===== config.mk =====
export PLATFORM = sky130hd
export DESIGN_NAME = trace_request_queue
export DESIGN_NICKNAME = d
export VERILOG_FILES = /design/src/rtl/ddr5_mc_pkg.sv /design/src/rtl/req_fifo.sv /design/src/rtl/trace_request_queue.sv
export SDC_FILE = /design/constraint.sdc
export NUM_CORES = 2
export LEC_CHECK = 0
export CAP_MARGIN = 20
export CORE_MARGIN = 1.5
export CORE_UTILIZATION = 50
export CTS_CLUSTER_DIAMETER = 40
export DETAILED_ROUTE_END_ITERATION = 16
export GPL_ROUTABILITY_DRIVEN = 0
export PLACE_DENSITY = 0.67
export SLEW_MARGIN = 20
export SYNTH_ARGS = -nofsm -noshare
export SYNTH_HDL_FRONTEND = slang
export SYNTH_SLANG_ARGS = --single-unit

===== constraint.sdc =====
create_clock -name clk -period 14.79 [get_ports clk]
set_input_delay 2.958 -clock clk [delete_from_list [all_inputs] [get_ports clk]]
set_output_delay 2.958 -clock clk [all_outputs]
set_load 0.03 [all_outputs]

===== src/rtl/ddr5_mc_pkg.sv =====
// Types and default widths shared by the trace parser, request queue and DDR5 scheduler.
package ddr5_mc_pkg;

   localparam int DEF_MEM_ADDR_WIDTH = 36;
   localparam int DEF_CPU_CORE_WIDTH = 4;
   localparam int DEF_MEM_OPN_WIDTH  = 3;
   localparam int DEF_TIME_WIDTH     = 64;
   localparam int DEF_QUEUE_DEPTH    = 16;

   typedef enum logic [DEF_MEM_OPN_WIDTH-1:0] {
      OPN_READ   = 3'd0,
      OPN_WRITE  = 3'd1,
      OPN_IFETCH = 3'd2
   } mem_opn_e;

   typedef struct packed {
      logic [DEF_TIME_WIDTH-1:0]     req_time;
      logic [DEF_CPU_CORE_WIDTH-1:0] core;
      logic [DEF_MEM_OPN_WIDTH-1:0]  opn;
      logic [DEF_MEM_ADDR_WIDTH-1:0] addr;
   } cpu_req_t;

endpackage


===== src/rtl/req_fifo.sv =====
// In-order request FIFO with a registered head entry; accepts a push while full
// provided the head is popped in the same cycle.
module req_fifo
   import ddr5_mc_pkg::*;
#(
   parameter type T     = cpu_req_t,
   parameter int  DEPTH = DEF_QUEUE_DEPTH
) (
   input  logic                     clk,
   input  logic                     rst_n,
   input  logic                     i_push,
   input  T                         i_push_data,
   input  logic                     i_pop,
   output T                         o_head,
   output logic                     o_valid,
   output logic [$clog2(DEPTH):0]   o_count,
   output logic                     o_full
);

   localparam int PTR_W = $clog2(DEPTH);
   localparam int CNT_W = PTR_W + 1;

   T                 r_mem [DEPTH];
   T                 r_head;
   T                 w_head_next;
   logic [PTR_W-1:0] r_rd_ptr;
   logic [PTR_W-1:0] r_wr_ptr;
   logic [PTR_W-1:0] w_rd_ptr_inc;
   logic [CNT_W-1:0] r_count;
   logic             w_pop;
   logic             w_push;

   assign o_full       = (r_count == CNT_W'(DEPTH));
   assign o_valid      = (r_count != '0);
   assign o_count      = r_count;
   assign o_head       = r_head;
   assign w_pop        = i_pop && o_valid;
   assign w_push       = i_push && (!o_full || w_pop);
   assign w_rd_ptr_inc = r_rd_ptr + PTR_W'(1);

   // The head register always mirrors the entry that will be at r_rd_ptr after the edge.
   always_comb begin
      w_head_next = r_head;
      if (w_pop) begin
         if (r_count > CNT_W'(1))
            w_head_next = r_mem[w_rd_ptr_inc];
         else if (w_push)
            w_head_next = i_push_data;
         else
            w_head_next = '0;
      end else if (w_push && (r_count == '0)) begin
         w_head_next = i_push_data;
      end
   end

   always_ff @(posedge clk) begin
      if (w_push)
         r_mem[r_wr_ptr] <= i_push_data;
   end

   always_ff @(posedge clk or negedge rst_n) begin
      if (!rst_n) begin
         r_rd_ptr <= '0;
         r_wr_ptr <= '0;
         r_count  <= '0;
         r_head   <= '0;
      end else begin
         r_head <= w_head_next;
         if (w_push)
            r_wr_ptr <= r_wr_ptr + PTR_W'(1);
         if (w_pop)
            r_rd_ptr <= w_rd_ptr_inc;
         case ({w_push, w_pop})
            2'b10:   r_count <= r_count + CNT_W'(1);
            2'b01:   r_count <= r_count - CNT_W'(1);
            default: r_count <= r_count;
         endcase
      end
   end

endmodule


===== src/rtl/trace_request_queue.sv =====
// Releases trace requests to the memory controller at their timestamp; owns the
// CPU cycle counter, the one-entry stage register and the opcode check.
module trace_request_queue
   import ddr5_mc_pkg::*;
#(
   parameter int MEM_ADDR_WIDTH = DEF_MEM_ADDR_WIDTH,
   parameter int CPU_CORE_WIDTH = DEF_CPU_CORE_WIDTH,
   parameter int MEM_OPN_WIDTH  = DEF_MEM_OPN_WIDTH,
   parameter int TIME_WIDTH     = DEF_TIME_WIDTH,
   parameter int QUEUE_DEPTH    = DEF_QUEUE_DEPTH
) (
   input  logic                           clk,
   input  logic                           rst_n,
   input  logic                           in_valid,
   output logic                           in_ready,
   input  logic [TIME_WIDTH-1:0]          in_time,
   input  logic [CPU_CORE_WIDTH-1:0]      in_core,
   input  logic [MEM_OPN_WIDTH-1:0]       in_opn,
   input  logic [MEM_ADDR_WIDTH-1:0]      in_addr,
   output logic                           out_valid,
   input  logic                           out_ready,
   output logic [TIME_WIDTH-1:0]          out_time,
   output logic [CPU_CORE_WIDTH-1:0]      out_core,
   output logic [MEM_OPN_WIDTH-1:0]       out_opn,
   output logic [MEM_ADDR_WIDTH-1:0]      out_addr,
   output logic [TIME_WIDTH-1:0]          cur_time,
   output logic [$clog2(QUEUE_DEPTH):0]   q_count,
   output logic                           q_full,
   output logic                           err_opn
);

   typedef struct packed {
      logic [TIME_WIDTH-1:0]     req_time;
      logic [CPU_CORE_WIDTH-1:0] core;
      logic [MEM_OPN_WIDTH-1:0]  opn;
      logic [MEM_ADDR_WIDTH-1:0] addr;
   } req_t;

   req_t                  r_stage;
   req_t                  w_in_req;
   req_t                  w_head;
   logic                  r_stage_valid;
   logic                  r_ready_en;
   logic                  r_err_opn;
   logic [TIME_WIDTH-1:0] r_cur_time;
   logic                  w_head_valid;
   logic                  w_full;
   logic                  w_deq;
   logic                  w_stage_enq;
   logic                  w_in_fire;
   logic                  w_opn_ok;
   logic                  w_skip;

   assign w_in_req    = '{req_time: in_time, core: in_core, opn: in_opn, addr: in_addr};
   assign w_opn_ok    = (in_opn <= MEM_OPN_WIDTH'(OPN_IFETCH));
   assign w_deq       = w_head_valid && out_ready;
   assign w_stage_enq = r_stage_valid && (r_cur_time >= r_stage.req_time) && (!w_full || w_deq);
   // r_ready_en keeps in_ready low until the first edge after reset release.
   assign in_ready    = r_ready_en && (!r_stage_valid || w_stage_enq);
   assign w_in_fire   = in_valid && in_ready;
   assign w_skip      = r_stage_valid && (q_count == '0) && (r_cur_time < r_stage.req_time);

   always_ff @(posedge clk or negedge rst_n) begin
      if (!rst_n) begin
         r_stage       <= '0;
         r_stage_valid <= 1'b0;
         r_ready_en    <= 1'b0;
         r_err_opn     <= 1'b0;
         r_cur_time    <= '0;
      end else begin
         r_ready_en <= 1'b1;
         r_err_opn  <= w_in_fire && !w_opn_ok;
         if (w_in_fire && w_opn_ok) begin
            r_stage       <= w_in_req;
            r_stage_valid <= 1'b1;
         end else if (w_stage_enq) begin
            r_stage_valid <= 1'b0;
         end
         // With nothing pending, jump straight to the staged request's timestamp.
         if (w_skip)
            r_cur_time <= r_stage.req_time;
         else
            r_cur_time <= r_cur_time + TIME_WIDTH'(1);
      end
   end

   req_fifo #(
      .T     (req_t),
      .DEPTH (QUEUE_DEPTH)
   ) u_fifo (
      .clk         (clk),
      .rst_n       (rst_n),
      .i_push      (w_stage_enq),
      .i_push_data (r_stage),
      .i_pop       (out_ready),
      .o_head      (w_head),
      .o_valid     (w_head_valid),
      .o_count     (q_count),
      .o_full      (w_full)
   );

   assign out_valid = w_head_valid;
   assign out_time  = w_head.req_time;
   assign out_core  = w_head.core;
   assign out_opn   = w_head.opn;
   assign out_addr  = w_head.addr;
   assign cur_time  = r_cur_time;
   assign q_full    = w_full;
   assign err_opn   = r_err_opn;

endmodule


# [Word level (Yosys, flattened, before mapping)]
# Memories as Yosys holds them, arrays and structs flattened.
# Index checks and enable logic that the tools add are counted.
[classes] add_sub_neg=5 order_cmp=4 eq_ne=3 mux=10 reduce_logical=21
[op_table] operator="107-bit 2-to-1 mux" n=4
[op_table] operator="64-bit by 1-bit adder with 64-bit output, second input constant" n=1
[op_table] operator="64-bit >= comparator" n=1
[op_table] operator="64-bit < comparator" n=1
[op_table] operator="64-bit 2-to-1 mux" n=1
[op_table] operator="1-bit logical AND" n=11
[op_table] operator="5-bit one-hot mux with 2 select lines" n=1
[op_table] operator="4-bit by 1-bit adder with 4-bit output, second input constant" n=2
[op_table] operator="2-bit nonzero test" n=3
[op_table] operator="5-bit by 1-bit adder with 5-bit output, second input constant" n=1
[op_table] operator="5-bit == test, second input constant" n=1
[op_table] operator="5-bit by 1-bit > comparator with 1-bit output, second input constant" n=1
[op_table] operator="5-bit logical NOT" n=1
[op_table] operator="5-bit nonzero test" n=1
[op_table] operator="5-bit by 1-bit subtractor with 5-bit output, second input constant" n=1
[op_table] operator="1-bit 2-to-1 mux" n=4
[op_table] operator="3-bit by 2-bit <= comparator with 1-bit output, second input constant" n=1
[op_table] operator="1-bit logical NOT" n=3
[op_table] operator="2-bit by 1-bit == test with 1-bit output, second input constant" n=1
[op_table] operator="2-bit == test, second input constant" n=1
[op_table] operator="1-bit logical OR" n=2
[word_totals] register_bits=294 mem_bits_rw=1712 inputBits=111 n_memories=1
[memory_table] memory="u_fifo.r_mem" words=16 width=107 read_ports=1 rd_ports_with_merged_regs=0 wr=1 line_no="req_fifo.sv:23" rtl="T r_mem [DEPTH];"

# [Depth between registers and ports, before layout]
[logic_depth] word_depth=9 depth_mapped=15

# [Cells and area by module]
# From an unflattened synthesis, not the netlist that was laid out.
[hier_totals] cells_unflattened=5167 hier_area_um2=82377.8
[by_module_without_submodules] module="req_fifo" instances=1 cells_per_inst=3879 area_each_um2=71003.1 seq_area_each_um2=54412.2
[by_module_without_submodules] module="trace_request_queue" instances=1 cells_per_inst=1288 area_each_um2=11374.7 seq_area_each_um2=4354.2

# [Least setup slack after synthesis]
# No wires, ideal clock.
[synth_path] kind="in2reg" start="input port out_ready" end="memory u_fifo.r_mem[7][0] in the netlist's numbering, enable pin" setup_time_ns=0.704 arrival_time_ns=11.107 slack_ns=2.979 cell_stages=6 cell_sequence="o21ai_0 -> or2_2 -> o22ai_1 -> clkbuf_1 -> nand2_1 -> nor3_1"
[synth_via] elab_chain_cells=6
[synth_rtl] element="from (decl)" line_no="trace_request_queue.sv:21" rtl="input logic out_ready,"
[synth_rtl] element="1-bit logical AND (*)" line_no="req_fifo.sv:37, trace_request_queue.sv:56"
[synth_rtl] element="1-bit logical OR (*)" line_no="req_fifo.sv:38, trace_request_queue.sv:57"
[synth_rtl] element="1-bit logical AND" line_no="trace_request_queue.sv:57" rtl="assign w_stage_enq = r_stage_valid && (r_cur_time >= r_stage.req_time) && (!w_full || w_deq);"
[synth_rtl] element="1-bit logical AND (*)" line_no="req_fifo.sv:38" rtl="assign w_push = i_push && (!o_full || w_pop);"
[synth_rtl] element="1-bit 2-to-1 mux (*)" line_no="req_fifo.sv:57" rtl="if (w_push)"
[synth_rtl] element="1-bit 2-to-1 mux (implied by the code) (*)" line_no="req_fifo.sv:58" rtl="r_mem[r_wr_ptr] <= i_push_data;"
[synth_rtl] element="to (decl)" line_no="req_fifo.sv:23"
# Mark *: on every way between the ends. The rest lies on a longest branch, timed or not.

# [Worst setup path in the final report]
[layout_path] start="input port out_ready" end="output port in_ready"
[layout_via] elab_chain_cells=5
[layout_rtl] element="1-bit logical AND" line_no="trace_request_queue.sv:56" rtl="assign w_deq = w_head_valid && out_ready;"
[layout_rtl] element="1-bit logical OR" line_no="trace_request_queue.sv:57"
[layout_rtl] element="1-bit logical AND" line_no="trace_request_queue.sv:57"
[layout_rtl] element="1-bit logical OR" line_no="trace_request_queue.sv:59" rtl="assign in_ready = r_ready_en && (!r_stage_valid || w_stage_enq);"
[layout_rtl] element="1-bit logical AND" line_no="trace_request_queue.sv:59"
[layout_rtl] element="to (decl)" line_no="trace_request_queue.sv:15" rtl="output logic in_ready,"
# No other way between the ends.

==> Flow_metrics.wiki <==
{| class="wikitable"
! Metric !! Value
|-
| Leakage power || 31.6 nW
|-
| Vias per cell || 6.15
|-
| GR met2 Demand/Resource || 38.0%
|-
| Leading post-synthesis cells by cell area || sky130_fd_sc_hd__edfxtp_1, sky130_fd_sc_hd__mux4_2, sky130_fd_sc_hd__dfrtp_1, sky130_fd_sc_hd__a211oi_1, sky130_fd_sc_hd__mux2i_1
|-
| Width of the chip || 401 um
|-
| First-pass iteration count of the detailed router || 7
|-
| Measured slew at the worst slew-check pin || 1120 ps
|-
| Main flop type after synthesis || sky130_fd_sc_hd__edfxtp_1
|-
| Synthesized net count || 4146
|-
| Clock sinks || 2006
|-
| Final HPWL from detailed placement || 102 mm
|-
| Post-route setup slack || 6940 ps
|-
| Post-route antenna net violation count || 0
|-
| Die area || 161000 um^2
|-
| Resized cells post-CTS || 0
|-
| Cell taking the most area after synthesis || sky130_fd_sc_hd__edfxtp_1
|-
| F_max || 127 MHz
|-
| Global-route met1 utilization || 35.0%
|-
| Total of endpoints with negative setup slack in the final report || 0
|-
| Type of the worst setup path || input pin to output pin
|-
| Top-area cell type share of the netlist area || 64.9%
|-
| I/O Pins || 291
|-
| Series of cell instances along the critical path || clkdlybuf4s50_1 -> nor2_1 -> nand2_1 -> o41ai_2 -> a31o_1 -> nor2b_1 -> clkdlybuf4s50_1
|-
| Buffer and inverter count on the worst path || 2
|-
| Total power || 0.0216 W
|-
| Worst Setup End Kind || output pin
|-
| Number of antenna violations at the first check in global routing || 2
|-
| Clock Tree Root || sky130_fd_sc_hd__clkbuf_16
|-
| TritonCTS Buffers || 237
|-
| Met3 Track Usage GR || 4.99%
|-
| CP Max Fanout || 4
|-
| Top Family by Delay on Critical Path || buffers and inverters
|-
| Design area || 92900 um^2
|-
| Clock-pin slew on the worst setup and hold paths || 60 ps
|-
| Final routed wirelength across all metal layers || 193 mm
|-
| Area Overhead vs Synth || 17.3%
|-
| Die height || 401 um
|-
| Total count of max-transition violations in the final report || 0
|-
| Placeable core region || 157000 um^2
|-
| Cell with the most instances after synthesis || sky130_fd_sc_hd__edfxtp_1
|-
| Worst Path Required || 11830 ps
|-
| Async set-reset flop share out of synthesis || 14.7%
|-
| Overall fraction of global-route tracks in use || 24.1%
|-
| Global-route wire length before repair || 285 mm
|-
| Synth Warn # || 0
|-
| Setup repair after global routing missed its margin || false
|-
| Count of final hold-check violations || 0
|-
| Delay of the slowest cell on the worst path || 700 ps
|-
| Final-stage net count || 4543
|-
| Syn avg cell area || 20.0 um^2
|-
| Buffers on Ports || 290
|-
| Sequential element share of the synthesized area || 74.2%
|-
| Synth top cells by count || sky130_fd_sc_hd__edfxtp_1, sky130_fd_sc_hd__mux4_2, sky130_fd_sc_hd__dfrtp_1
|-
| Final clock period utilization by the worst path || 53.1%
|-
| Setup tns final || 0 ps
|-
| Number of global-route vias before repair || 42100
|-
| Outcome || finished, final reports clean
|-
| Busiest layer in global routing || met2
|-
| Total power density per cell area || 233 nW/um^2
|-
| Most frequent CP cell || sky130_fd_sc_hd__clkdlybuf4s50_1
|-
| Startpoint kind of the worst setup timing path || input pin
|-
| Clock tree from TritonCTS || yes
|-
| Synth Cell Area || 79200 um^2
|-
| Post-synth EDFFs || 1712
|-
| Worst-path cell with the longest stage delay || sky130_fd_sc_hd__clkdlybuf4s50_1
|-
| Row Count || 145
|-
| Worst setup slack after placement || 6990 ps
|-
| Worst min-delay path class || register to register
|-
| First DRT Iteration DRCs || 3995
|-
| Detailed-route via count || 40800
|-
| Skew final || 53.4 ps
|-
| Post-CTS Setup Repair Bufs || 0
|-
| Count of distinct cell types in the synthesized netlist || 53
|-
| CTS Hold Bufs || 0
|-
| Number of flip-flops and latches in the synthesized netlist || 2006
|-
| H-tree Lvls || 4
|-
| Longest Clk Path Bufs || 3
|-
| Data arrival time of the critical path || 4890 ps
|-
| Gr ovfl total || 0
|-
| Worst slew margin relative to its limit || 25.3%
|-
| Placed instance area || 84600 um^2
|-
| Initial standard-cell utilization of the core || 50.5%
|-
| Maxcap violations || 0
|-
| Period minus WS final || 7850 ps
|-
| Post-Syn Instances || 3961
|-
| Peak supply drop || 0.299 mV
|-
| DRC violations left || 0
|-
| Drt wl/cell || 29.1 um
|-
| Ratio of cells with drive above 1 in the final layout || 23.1%
|-
| Insertion delay of the later-clocked pin in the worst-skew pair || 850 ps
|-
| Final Hold Slack || 509 ps
|-
| Maximum number of pins on one net before global-route repair || 153
|}
[layout make-up]
type	instances	area [um^2]
Fill cell	11400	63900
Sequential cell	2006	58800
Multi-Input combinational cell	1645	19200
Clock buffer	299	6380
Timing Repair Buffer	378	3680
Tap cell	2058	2570
Clock inverter	154	1890
Inverter	90	338
Antenna cell	2	5.00
[flip-flops by register name, summed over array words and instances (netlist names)]
| name | count |
|---|---|
| err_opn | 1 |
| u_fifo.o_head | 107 |
| u_fifo.r_rd_ptr | 4 |
| r_stage | 107 |
| r_stage_valid | 1 |
| u_fifo.o_count | 5 |
| u_fifo.r_mem | 1712 |
| u_fifo.r_wr_ptr | 4 |
| cur_time | 64 |
| r_ready_en | 1 |
[power by group]
part	leakage, nW	switching [W]	internal (W)
sequential	19.1	0.00117	0.00761
clock	3.97	0.00241	0.00357
combinational	8.51	0.00375	0.00311
total	31.6	0.00734	0.0143
[logic make-up after synthesis]
logic type | synth area share (%)
xor gates and xnor gates | 0.819
DFF | 74.2
muxes | 15.1
other | 0.00474
buffers and inverters | 1.70
and+or+nand+nor | 2.58
AOI/OAI and AO/OA | 4.36
adders and majority gates | 1.17
[through the flow]
step | utilization [%] | cells
floorplan | - | 3961
global placement | 53.9 | 6176
detailed placement | 53.9 | 6176
CTS | 59.2 | 6629
global route | 59.2 | 6630
finish | 59.2 | 6632
[routing by layer]
metal | share of wire, % | up-vias
li1 | - | 17100
met1 | 43 | 21700
met2 | 48 | 1738
met3 | 8.1 | 233
met4 | 1.7 | 2
met5 | 0.0062 | -
[worst reg2reg max path, cell delays in order, from the launching register on]
cell                      delay, ps
sky130_fd_sc_hd__dfrtp_1        810
sky130_fd_sc_hd__inv_1          120
sky130_fd_sc_hd__ha_1           320
sky130_fd_sc_hd__nand4_1        190
sky130_fd_sc_hd__nor4_2         660
sky130_fd_sc_hd__nand3_1        270
sky130_fd_sc_hd__or2_2          350
sky130_fd_sc_hd__o22ai_1        230
sky130_fd_sc_hd__buf_4          260
sky130_fd_sc_hd__and3b_1        260
sky130_fd_sc_hd__and2_4         660
sky130_fd_sc_hd__buf_4          760
sky130_fd_sc_hd__buf_4          650
[final timing paths]
check / endpoint / start / cells past startpoint / slack (ps)
min in group asynchronous: u_fifo.o_head[86] / rst_n / 1 / 2120
setup / recovery: in_ready / out_ready / 7 / 6940
hold / removal: u_fifo.o_head[16] / u_fifo.o_head[16] / 1 / 510
max in group asynchronous: r_stage[9] / rst_n / 3 / 10530
setup reg to reg: u_fifo.r_mem[9][42] / r_stage[106] / 12 / 8820
hold reg to reg: u_fifo.o_head[16] / u_fifo.o_head[16] / 1 / 510
[layout by cell type (no fill, tap or decap), drive strengths merged, types with 54 or more instances in the layout]
cell           count
mux4             428
edfxtp          1712
mux2i            107
a21oi            102
ha                74
a211oi           211
dfrtp            294
inv              130
nor2             104
buf               89
clkbuf           299
a221o            103
clkdlybuf4s50    289
mux2             106
nor2b            119
nand2             54
clkinv            62
(Power assumes the default switching activity.)
